===== src/rtl/out_serial_port_pkg.sv =====
// Shared definitions for the serial output port: transmitter state encoding
// and 8N1 frame constants.
package out_serial_port_pkg;

  typedef enum logic [1:0] {
    ST_IDLE  = 2'd0,
    ST_START = 2'd1,
    ST_DATA  = 2'd2,
    ST_STOP  = 2'd3
  } tx_state_t;

  localparam logic START_BIT  = 1'b0;
  localparam logic STOP_BIT   = 1'b1;
  localparam logic IDLE_LEVEL = 1'b1;
  localparam int   DATA_BITS  = 8;

  // True when the given data bit index is the final one of a frame.
  function automatic logic is_last_bit(input logic [2:0] idx);
    return idx == 3'(DATA_BITS - 1);
  endfunction

endpackage


===== src/rtl/out_serial_port_sync_fifo.sv =====
// Circular-buffer FIFO with a registered occupancy count; accept reports whether
// a push is taken, which includes pushing into a full FIFO that pops this cycle.
module out_serial_port_sync_fifo
  import out_serial_port_pkg::*;
#(
  parameter int DEPTH = 8,
  parameter int WIDTH = DATA_BITS,
  parameter int CW    = 4
) (
  input  logic             clk,
  input  logic             reset,
  input  logic             push,
  input  logic             pop,
  input  logic [WIDTH-1:0] din,
  output logic [WIDTH-1:0] dout,
  output logic [CW-1:0]    count,
  output logic             full,
  output logic             empty,
  output logic             accept
);

  localparam int AW = (DEPTH > 1) ? $clog2(DEPTH) : 1;
  localparam logic [AW-1:0] PTR_ONE  = AW'(1);
  localparam logic [CW-1:0] CNT_ONE  = CW'(1);
  localparam logic [CW-1:0] CNT_FULL = CW'(DEPTH);

  logic [WIDTH-1:0] mem [DEPTH];
  logic [AW-1:0]    wptr;
  logic [AW-1:0]    rptr;
  logic             do_pop;

  assign full   = (count == CNT_FULL);
  assign empty  = (count == '0);
  assign do_pop = pop && !empty;
  // A pop in the same cycle frees the slot, so a full FIFO may still accept.
  assign accept = push && (!full || do_pop);
  assign dout   = mem[rptr];

  always_ff @(posedge clk) begin
    if (reset) begin
      wptr  <= '0;
      rptr  <= '0;
      count <= '0;
    end else begin
      if (accept) wptr <= wptr + PTR_ONE;
      if (do_pop) rptr <= rptr + PTR_ONE;
      case ({accept, do_pop})
        2'b10:   count <= count + CNT_ONE;
        2'b01:   count <= count - CNT_ONE;
        default: count <= count;
      endcase
    end
  end

  // Storage carries data only; it is gated by accept so wdata is never
  // sampled when no push is taken.
  always_ff @(posedge clk) begin
    if (accept) mem[wptr] <= din;
  end

endmodule


===== src/rtl/out_serial_port.sv =====
// CPU output stage: queues written bytes in a FIFO and drains them as 8N1
// serial frames on txd, with status flags for back-pressure.
module out_serial_port
  import out_serial_port_pkg::*;
#(
  parameter int DEPTH        = 8,
  parameter int CLKS_PER_BIT = 4,
  parameter int CW           = 4
) (
  input  logic          clk,
  input  logic          reset,
  input  logic          wr,
  input  logic [7:0]    wdata,
  output logic          txd,
  output logic          busy,
  output logic          full,
  output logic          empty,
  output logic [CW-1:0] count,
  output logic          overflow
);

  localparam int BW = $clog2(CLKS_PER_BIT);
  localparam logic [BW-1:0] BAUD_LAST = BW'(CLKS_PER_BIT - 1);
  localparam logic [BW-1:0] BAUD_ONE  = BW'(1);

  tx_state_t   state;
  tx_state_t   state_next;
  logic [BW-1:0] baud_cnt;
  logic [2:0]  bit_idx;
  logic [7:0]  shift;
  logic        pop;
  logic        baud_last;
  logic        accept;
  logic        fifo_empty;
  logic [7:0]  fifo_dout;

  out_serial_port_sync_fifo #(
    .DEPTH (DEPTH),
    .WIDTH (DATA_BITS),
    .CW    (CW)
  ) u_fifo (
    .clk    (clk),
    .reset  (reset),
    .push   (wr),
    .pop    (pop),
    .din    (wdata),
    .dout   (fifo_dout),
    .count  (count),
    .full   (full),
    .empty  (fifo_empty),
    .accept (accept)
  );

  assign empty     = fifo_empty;
  assign busy      = (state != ST_IDLE);
  assign baud_last = (baud_cnt == BAUD_LAST);

  always_ff @(posedge clk) begin
    if (reset) state <= ST_IDLE;
    else       state <= state_next;
  end

  always_comb begin
    state_next = state;
    pop        = 1'b0;
    case (state)
      ST_IDLE: begin
        if (!fifo_empty) begin
          pop        = 1'b1;
          state_next = ST_START;
        end
      end
      ST_START: if (baud_last) state_next = ST_DATA;
      ST_DATA:  if (baud_last && is_last_bit(bit_idx)) state_next = ST_STOP;
      ST_STOP:  if (baud_last) state_next = ST_IDLE;
      default:  state_next = ST_IDLE;
    endcase
  end

  // Baud counter restarts on every state change so each state owns whole bit slots.
  always_ff @(posedge clk) begin
    if (reset) begin
      baud_cnt <= '0;
      bit_idx  <= '0;
      overflow <= 1'b0;
    end else begin
      if (state == ST_IDLE || state_next != state || baud_last) baud_cnt <= '0;
      else                                                      baud_cnt <= baud_cnt + BAUD_ONE;

      if (state != ST_DATA) bit_idx <= '0;
      else if (baud_last)   bit_idx <= bit_idx + 3'd1;

      if (wr && !accept) overflow <= 1'b1;
    end
  end

  always_ff @(posedge clk) begin
    if (pop)                            shift <= fifo_dout;
    else if (state == ST_DATA && baud_last) shift <= {1'b0, shift[7:1]};
  end

  // txd is registered from the current state, so it trails the state by one
  // clock and has no combinational path from the write port.
  always_ff @(posedge clk) begin
    if (reset) begin
      txd <= IDLE_LEVEL;
    end else begin
      case (state)
        ST_START: txd <= START_BIT;
        ST_DATA:  txd <= shift[0];
        ST_STOP:  txd <= STOP_BIT;
        default:  txd <= IDLE_LEVEL;
      endcase
    end
  end

endmodule


===== config.mk =====
export PLATFORM = sky130hd
export DESIGN_NAME = out_serial_port
export DESIGN_NICKNAME = d
export VERILOG_FILES = /design/src/rtl/out_serial_port_pkg.sv /design/src/rtl/out_serial_port_sync_fifo.sv /design/src/rtl/out_serial_port.sv
export SDC_FILE = /design/constraint.sdc
export NUM_CORES = 1
export LEC_CHECK = 0
export CAP_MARGIN = 25
export CORE_MARGIN = 3
export CORE_UTILIZATION = 55
export CTS_BUF_LIST = sky130_fd_sc_hd__clkbuf_8
export CTS_CLUSTER_DIAMETER = 150
export DETAILED_ROUTE_END_ITERATION = 10
export PLACE_DENSITY = 0.79
export SLEW_MARGIN = 20
export SYNTH_ARGS = -nofsm -noshare
export SYNTH_HDL_FRONTEND = slang
export SYNTH_SLANG_ARGS = --single-unit

===== constraint.sdc =====
create_clock -name clk -period 5.82 [get_ports clk]
set_input_delay 0.873 -clock clk [delete_from_list [all_inputs] [get_ports clk]]
set_output_delay 0.873 -clock clk [all_outputs]
set_load 0.005 [all_outputs]

**Word level (Yosys, flattened, before mapping)**

Memories as Yosys holds them, arrays and structs flattened. A register that Yosys moved wholly into a read port is not among the register bits.
Cells that the tools add are included.

- Add/subtract/negate cells: 6
- Equality and inequality tests: 10
- Mux-type cells: 15
- Reduce and logical (&&, ||, !) cells: 18

Operators with widths:

| cell | count |
|---|---|
| 8-bit 2-to-1 mux | 2 |
| 3-bit by 1-bit adder with 3-bit output (second input constant) | 3 |
| 2-bit == test (second input constant) | 4 |
| 2-bit 2-to-1 mux | 4 |
| 2-bit case mux with 4 select lines | 1 |
| 4-bit case mux with 2 select lines | 1 |
| 3-bit 2-to-1 mux | 2 |
| 2-bit nonzero test | 3 |
| 1-bit logical AND | 5 |
| 4-bit by 1-bit adder with 4-bit output (second input constant) | 1 |
| 2-bit by 1-bit == test with 1-bit output (second input constant) | 2 |
| 4-bit == test (second input constant) | 1 |
| 4-bit zero test | 1 |
| 1-bit 2-to-1 mux | 4 |
| 2-bit OR reduction | 2 |
| 4-bit by 1-bit subtractor with 4-bit output (second input constant) | 1 |
| 3-bit == test (second input constant) | 1 |
| 1-bit zero test | 3 |
| 1-bit logical OR | 3 |
| 2-bit by 1-bit adder with 2-bit output (second input constant) | 1 |
| 2-bit zero test | 1 |
| 2-bit inequality test | 1 |
| 2-bit inequality test (second input constant) | 1 |
| 1-bit case mux with 2 select lines | 1 |

- Register bits: 27
- Memory bits (writable): 64
- Memories: 1

Memory list:

| name | words | bits a word | rd ports | clocked after memory_dff | wr ports | line | text |
|---|---|---|---|---|---|---|---|
| u_fifo.mem | 8 | 8 | 1 | 1 | 1 | out_serial_port_sync_fifo.sv:27 | `logic [WIDTH-1:0] mem [DEPTH];` |

**Depth between registers and ports, before layout**

- Word-level depth: 8
- Gate-level depth with buffers: 9
- Mapped depth without buffers: 8

**Modules after synthesis**

A second synthesis with hierarchy kept.

- Cell total of the unflattened synthesis: 237
- Area total of the unflattened synthesis: 3,960.0 µm²

By module, submodules not included:

| module | instances | cells an instance | area each (µm²) | sequential area each (µm²) |
|---|---|---|---|---|
| out_serial_port_sync_fifo | 1 | 178 | 3,210.6 | 2,182.1 |
| out_serial_port | 1 | 59 | 749.5 | 420.4 |

**Worst setup path before layout**

Ideal clock, no wire load.

- Kind: in2reg
- Start point: input port wr
- End point: register u_fifo.count[3]
- Library setup time: 74 ps
- Arrival: 2,481 ps
- Required time: 5,746 ps
- Setup slack: 3,265 ps
- Cell stages on the path: 7
- Buffers on the path: 0
- Cell sequence: or3_2 nor2_1 ha_1 a21oi_1 a211oi_1 a311o_1 a31oi_1

- Longest elaborated chain between the ends: 3
- Elaborated cells between the ends (all ways): 5
- Those cells by class: eq/ne (2); mux (1); reduce/logical (2)

Ends and longest elaborated chain:

| what | line | text |
|---|---|---|
| start: declaration | out_serial_port.sv:12 | `input logic wr,` |
| 1-bit logical AND * | out_serial_port_sync_fifo.sv:36 | `assign accept = push && (!full \|\| do_pop);` |
| 2-bit by 1-bit == test with 1-bit output / 2-bit == test (equally long branches) | out_serial_port_sync_fifo.sv:47 | `case ({accept, do_pop})` |
| 4-bit case mux with 2 select lines / 2-bit nonzero test (equally long branches) | n/a |  |
| end signal: assignment | out_serial_port_sync_fifo.sv:48 | `2'b10: count <= count + CNT_ONE;` |
| end signal: assignment | out_serial_port_sync_fifo.sv:49 | `2'b01: count <= count - CNT_ONE;` |
| end signal: assignment | out_serial_port_sync_fifo.sv:50 | `default: count <= count;` |
| end: declaration | out_serial_port_sync_fifo.sv:16 | `output logic [CW-1:0] count,` |

Mark *: on every way between the ends. The rest lies on a longest branch, timed or not.
A chain may end at the register's enable or synchronous reset.

**Final worst setup path**

Ends and elaborated chain as after synthesis.

==> impl_metrics.env <==
export IMPL_run_status="completed"
export IMPL_timing_fmax_mhz=326
export IMPL_number_of_pins_exceeding_their_max_slew_limit_in_the_final_report=0
export IMPL_pwr_per_cell_area_mw_per_mm2=407
export IMPL_synth_edf_count=72
export IMPL_routedWlPerCell_um=17.8
export IMPL_cts_buffers=9
export IMPL_design_portCount=20
export IMPL_finish_net_count=297
export IMPL_final_hold_worst_slack_ns=0.435
export IMPL_post_cts_resize_count=0
export IMPL_crit_path_max_fanout=12
export IMPL_post_route_worst_setup_slack_ns=2.75
export IMPL_synth_distinct_cells=45
export IMPL_crit_arrival_ns=3.35
export IMPL_total_power_mw=1.78
export IMPL_start_kind="input port"
export IMPL_post_drt_via_cell_ratio=5.73
export IMPL_setup_violations_final=0
export IMPL_globalplace_congestion=0.792
export IMPL_worstSetupEndpointType="flip-flop"
export IMPL_clockBufferDepth=2
export IMPL_clock_skew_final_ns=0.0111
export IMPL_synthTopCellsByArea="sky130_fd_sc_hd__edfxtp_1, sky130_fd_sc_hd__dfxtp_1, sky130_fd_sc_hd__mux4_2"
export IMPL_clock_root_buffer="sky130_fd_sc_hd__clkbuf_8"
export IMPL_chipWidth_um=90.3
export IMPL_number_of_synthesized_register_bits=94
export IMPL_drt_first_iter_violations=117
export IMPL_cellLeakagePower_nw=1.44
export IMPL_first_pass_grt_wire_length_mm=11.0
export IMPL_placed_cells_incl_taps=363
export IMPL_global_route_overflow_total=0
export IMPL_yosys_most_used_dff="sky130_fd_sc_hd__edfxtp_1"
export IMPL_syn_inst=259
export IMPL_period_utilisation_layout_pct=52.7
export IMPL_tightest_slew_ns=0.956
export IMPL_tritoncts_num_sinks=94
export IMPL_synth_cell_area_sq_mm=0.00391
export IMPL_worstSkewPairLatency_ns=0.36
export IMPL_preCtsSetupSlack_ns=2.41
export IMPL_period_needed_ns=3.07
export IMPL_design_core_area_sq_mm=0.00683
export IMPL_vias=2171
export IMPL_postLayoutCellArea_sq_mm=0.00437
export IMPL_effective_utilization_at_floorplan_pct=57.2
export IMPL_antenna_diode_count=0
export IMPL_utilization_pct=63.9
export IMPL_grt_antenna_before_repair=0
export IMPL_hpwl_mm=4.51
export IMPL_layout_cell_share_with_drive_strength_beyond_1_pct=15.5
export IMPL_final_hold_viol_count=0
export IMPL_worst_voltage_drop_across_the_vdd_grid_v=0.000179
export IMPL_placed_cell_area_sq_mm=0.00418
export IMPL_hp_class="reg2reg"
export IMPL_syn_mean_instance_area_sq_um=15.1
export IMPL_largest_net_degree_at_the_start_of_global_routing=21
export IMPL_max_slew_margin_rel_pct=36.0
export IMPL_rsz0062_at_grt="no"
export IMPL_hold_buffers=0
export IMPL_ant_nets=0
export IMPL_ctsHtreeMaxLevel=3
export IMPL_first_pass_iteration_count_of_the_detailed_router=4
export IMPL_die_height_um=90.3
export IMPL_yosysTopAreaCellShare_pct=55.3
export IMPL_synth_nets=278
export IMPL_post_synth_top_area_cell="sky130_fd_sc_hd__edfxtp_1"
export IMPL_cap_violations=0
export IMPL_portBuffers=19
export IMPL_synth_warnings=0
export IMPL_fin_tns_setup_ns=0
export IMPL_finish_cell_count_without_fillers=379
export IMPL_grtUsageTotal_pct=17.8
export IMPL_critPathKind="in2reg"
export IMPL_worst_endpoint_required_ns=6.10
export IMPL_synth_sequential_area_ratio_pct=66.6
export IMPL_post_cts_setup_buffers=0
export IMPL_area_growth_synth_to_final_pct=11.7
export IMPL_async_reset_ff_share_pct=0
export IMPL_placement_rows=30
export IMPL_cts_tree="built"
export IMPL_via_count_of_the_first_global_routing_pass=2124
export IMPL_clock_slew_seen_by_the_registers_of_the_worst_setup_and_hold_paths_ns=0.09
export IMPL_area_of_the_die_sq_mm=0.00815
export IMPL_route_detailed_drc=0
export IMPL_drt_total_wl_mm=6.74
state kept, by name, summed over array words and instances (netlist names), named ones only:
name	flops
baud_cnt	2
bit_idx	3
overflow	1
shift	8
state	2
txd	1
u_fifo.count	4
u_fifo.mem	64
u_fifo.rptr	3
u_fifo.wptr	3
cells by family (layout without fill, tap and decap cells):
kind of cell | after synthesis | in the layout | share of synthesized area [%]
AND/OR/NAND/NOR | 65 | 65 | 7.78
XOR/XNOR | 7 | 7 | 1.57
buffers and inverters | 22 | 46 | 3.23
adder cells (fa/ha/maj) | 8 | 8 | 2.75
AO/OA/AOI/OAI | 35 | 35 | 5.67
flip-flops | 94 | 94 | 66.6
multiplexers | 28 | 28 | 12.4
report_power, final:
part           leakage [nW]  internal (mW)  switching (mW)
clock network        0.0999          0.196           0.218
logic                 0.497          0.226           0.239
registers             0.839          0.821          0.0744
total                  1.44           1.24           0.531
per-layer routing:
metal	global-route usage, %	up-vias	wire, um	share of wire [%]
met1	23.1	1084	2970	44
met3	3.67	16	224	3.3
met5	0	-	0	0
li1	-	1026	-	-
met2	28.3	45	3350	50
met4	9.44	0	197	2.9
cells in the mapped netlist (2+ instances only):
master and n:
sky130_fd_sc_hd__edfxtp_1 72, sky130_fd_sc_hd__nor3_1 7, sky130_fd_sc_hd__nor2_1 22, sky130_fd_sc_hd__xor2_1 5, sky130_fd_sc_hd__mux4_2 16, sky130_fd_sc_hd__or3_1 3, sky130_fd_sc_hd__a211oi_1 2, sky130_fd_sc_hd__inv_1 6
sky130_fd_sc_hd__clkbuf_8 2, sky130_fd_sc_hd__o21ai_0 11, sky130_fd_sc_hd__a31oi_1 3, sky130_fd_sc_hd__buf_2 3, sky130_fd_sc_hd__a21oi_1 9, sky130_fd_sc_hd__clkbuf_1 7, sky130_fd_sc_hd__nand2b_1 2, sky130_fd_sc_hd__ha_1 7
sky130_fd_sc_hd__dfxtp_1 22, sky130_fd_sc_hd__nand3_1 6, sky130_fd_sc_hd__xnor2_1 2, sky130_fd_sc_hd__nand2_1 16, sky130_fd_sc_hd__mux2i_1 11, sky130_fd_sc_hd__o22a_2 2
worst max-delay path, stage by stage:
cell and delay [ns]:
sky130_fd_sc_hd__clkdlybuf4s50_1 0.62, sky130_fd_sc_hd__or3_2 0.53, sky130_fd_sc_hd__nor2_1 0.19, sky130_fd_sc_hd__ha_1 0.30, sky130_fd_sc_hd__a21oi_1 0.23, sky130_fd_sc_hd__a211oi_1 0.12
sky130_fd_sc_hd__a311o_1 0.33, sky130_fd_sc_hd__a31oi_1 0.15
cell type report:
class,instances,area (sq um)
inverter,8,42.5
timing repair buffer,22,220
clock buffer,9,124
clock inverter,7,66.3
fill,529,2470
multi-input combinational,143,1190
tap,96,120
sequential,94,2600
layout by cell type (no fill, tap or decap), types with 2 or more instances in the layout:
master,Yosys,routed
sky130_fd_sc_hd__edfxtp_1,72,72
sky130_fd_sc_hd__nor2_1,22,22
sky130_fd_sc_hd__dfxtp_1,22,22
sky130_fd_sc_hd__clkdlybuf4s50_1,0,19
sky130_fd_sc_hd__mux4_2,16,16
sky130_fd_sc_hd__nand2_1,16,16
sky130_fd_sc_hd__mux2i_1,11,11
sky130_fd_sc_hd__o21ai_0,11,11
sky130_fd_sc_hd__a21oi_1,9,9
sky130_fd_sc_hd__clkbuf_8,2,9
sky130_fd_sc_hd__inv_1,6,8
sky130_fd_sc_hd__ha_1,7,7
sky130_fd_sc_hd__nand3_1,6,6
sky130_fd_sc_hd__nor3_1,7,5
sky130_fd_sc_hd__xor2_1,5,5
sky130_fd_sc_hd__or3_1,3,3
sky130_fd_sc_hd__a31oi_1,3,3
sky130_fd_sc_hd__nand2b_1,2,2
sky130_fd_sc_hd__nor3_2,0,2
sky130_fd_sc_hd__clkinv_1,1,2
sky130_fd_sc_hd__o22a_2,2,2
sky130_fd_sc_hd__xnor2_1,2,2
sky130_fd_sc_hd__a211oi_1,2,2
sky130_fd_sc_hd__buf_4,0,2
path summary, 6_finish.rpt:
kind	startpoint	endpoint	slack, ns	cells past startpoint
worst max-delay path	wr	u_fifo.count[3]	2.75	8
worst min-delay path	baud_cnt[0]	baud_cnt[0]	0.44	1
worst min register to register	baud_cnt[0]	baud_cnt[0]	0.44	1
worst max register to register	u_fifo.count[1]	u_fifo.count[3]	3.27	8
No activity file was read; power rests on OpenSTA's default activity.
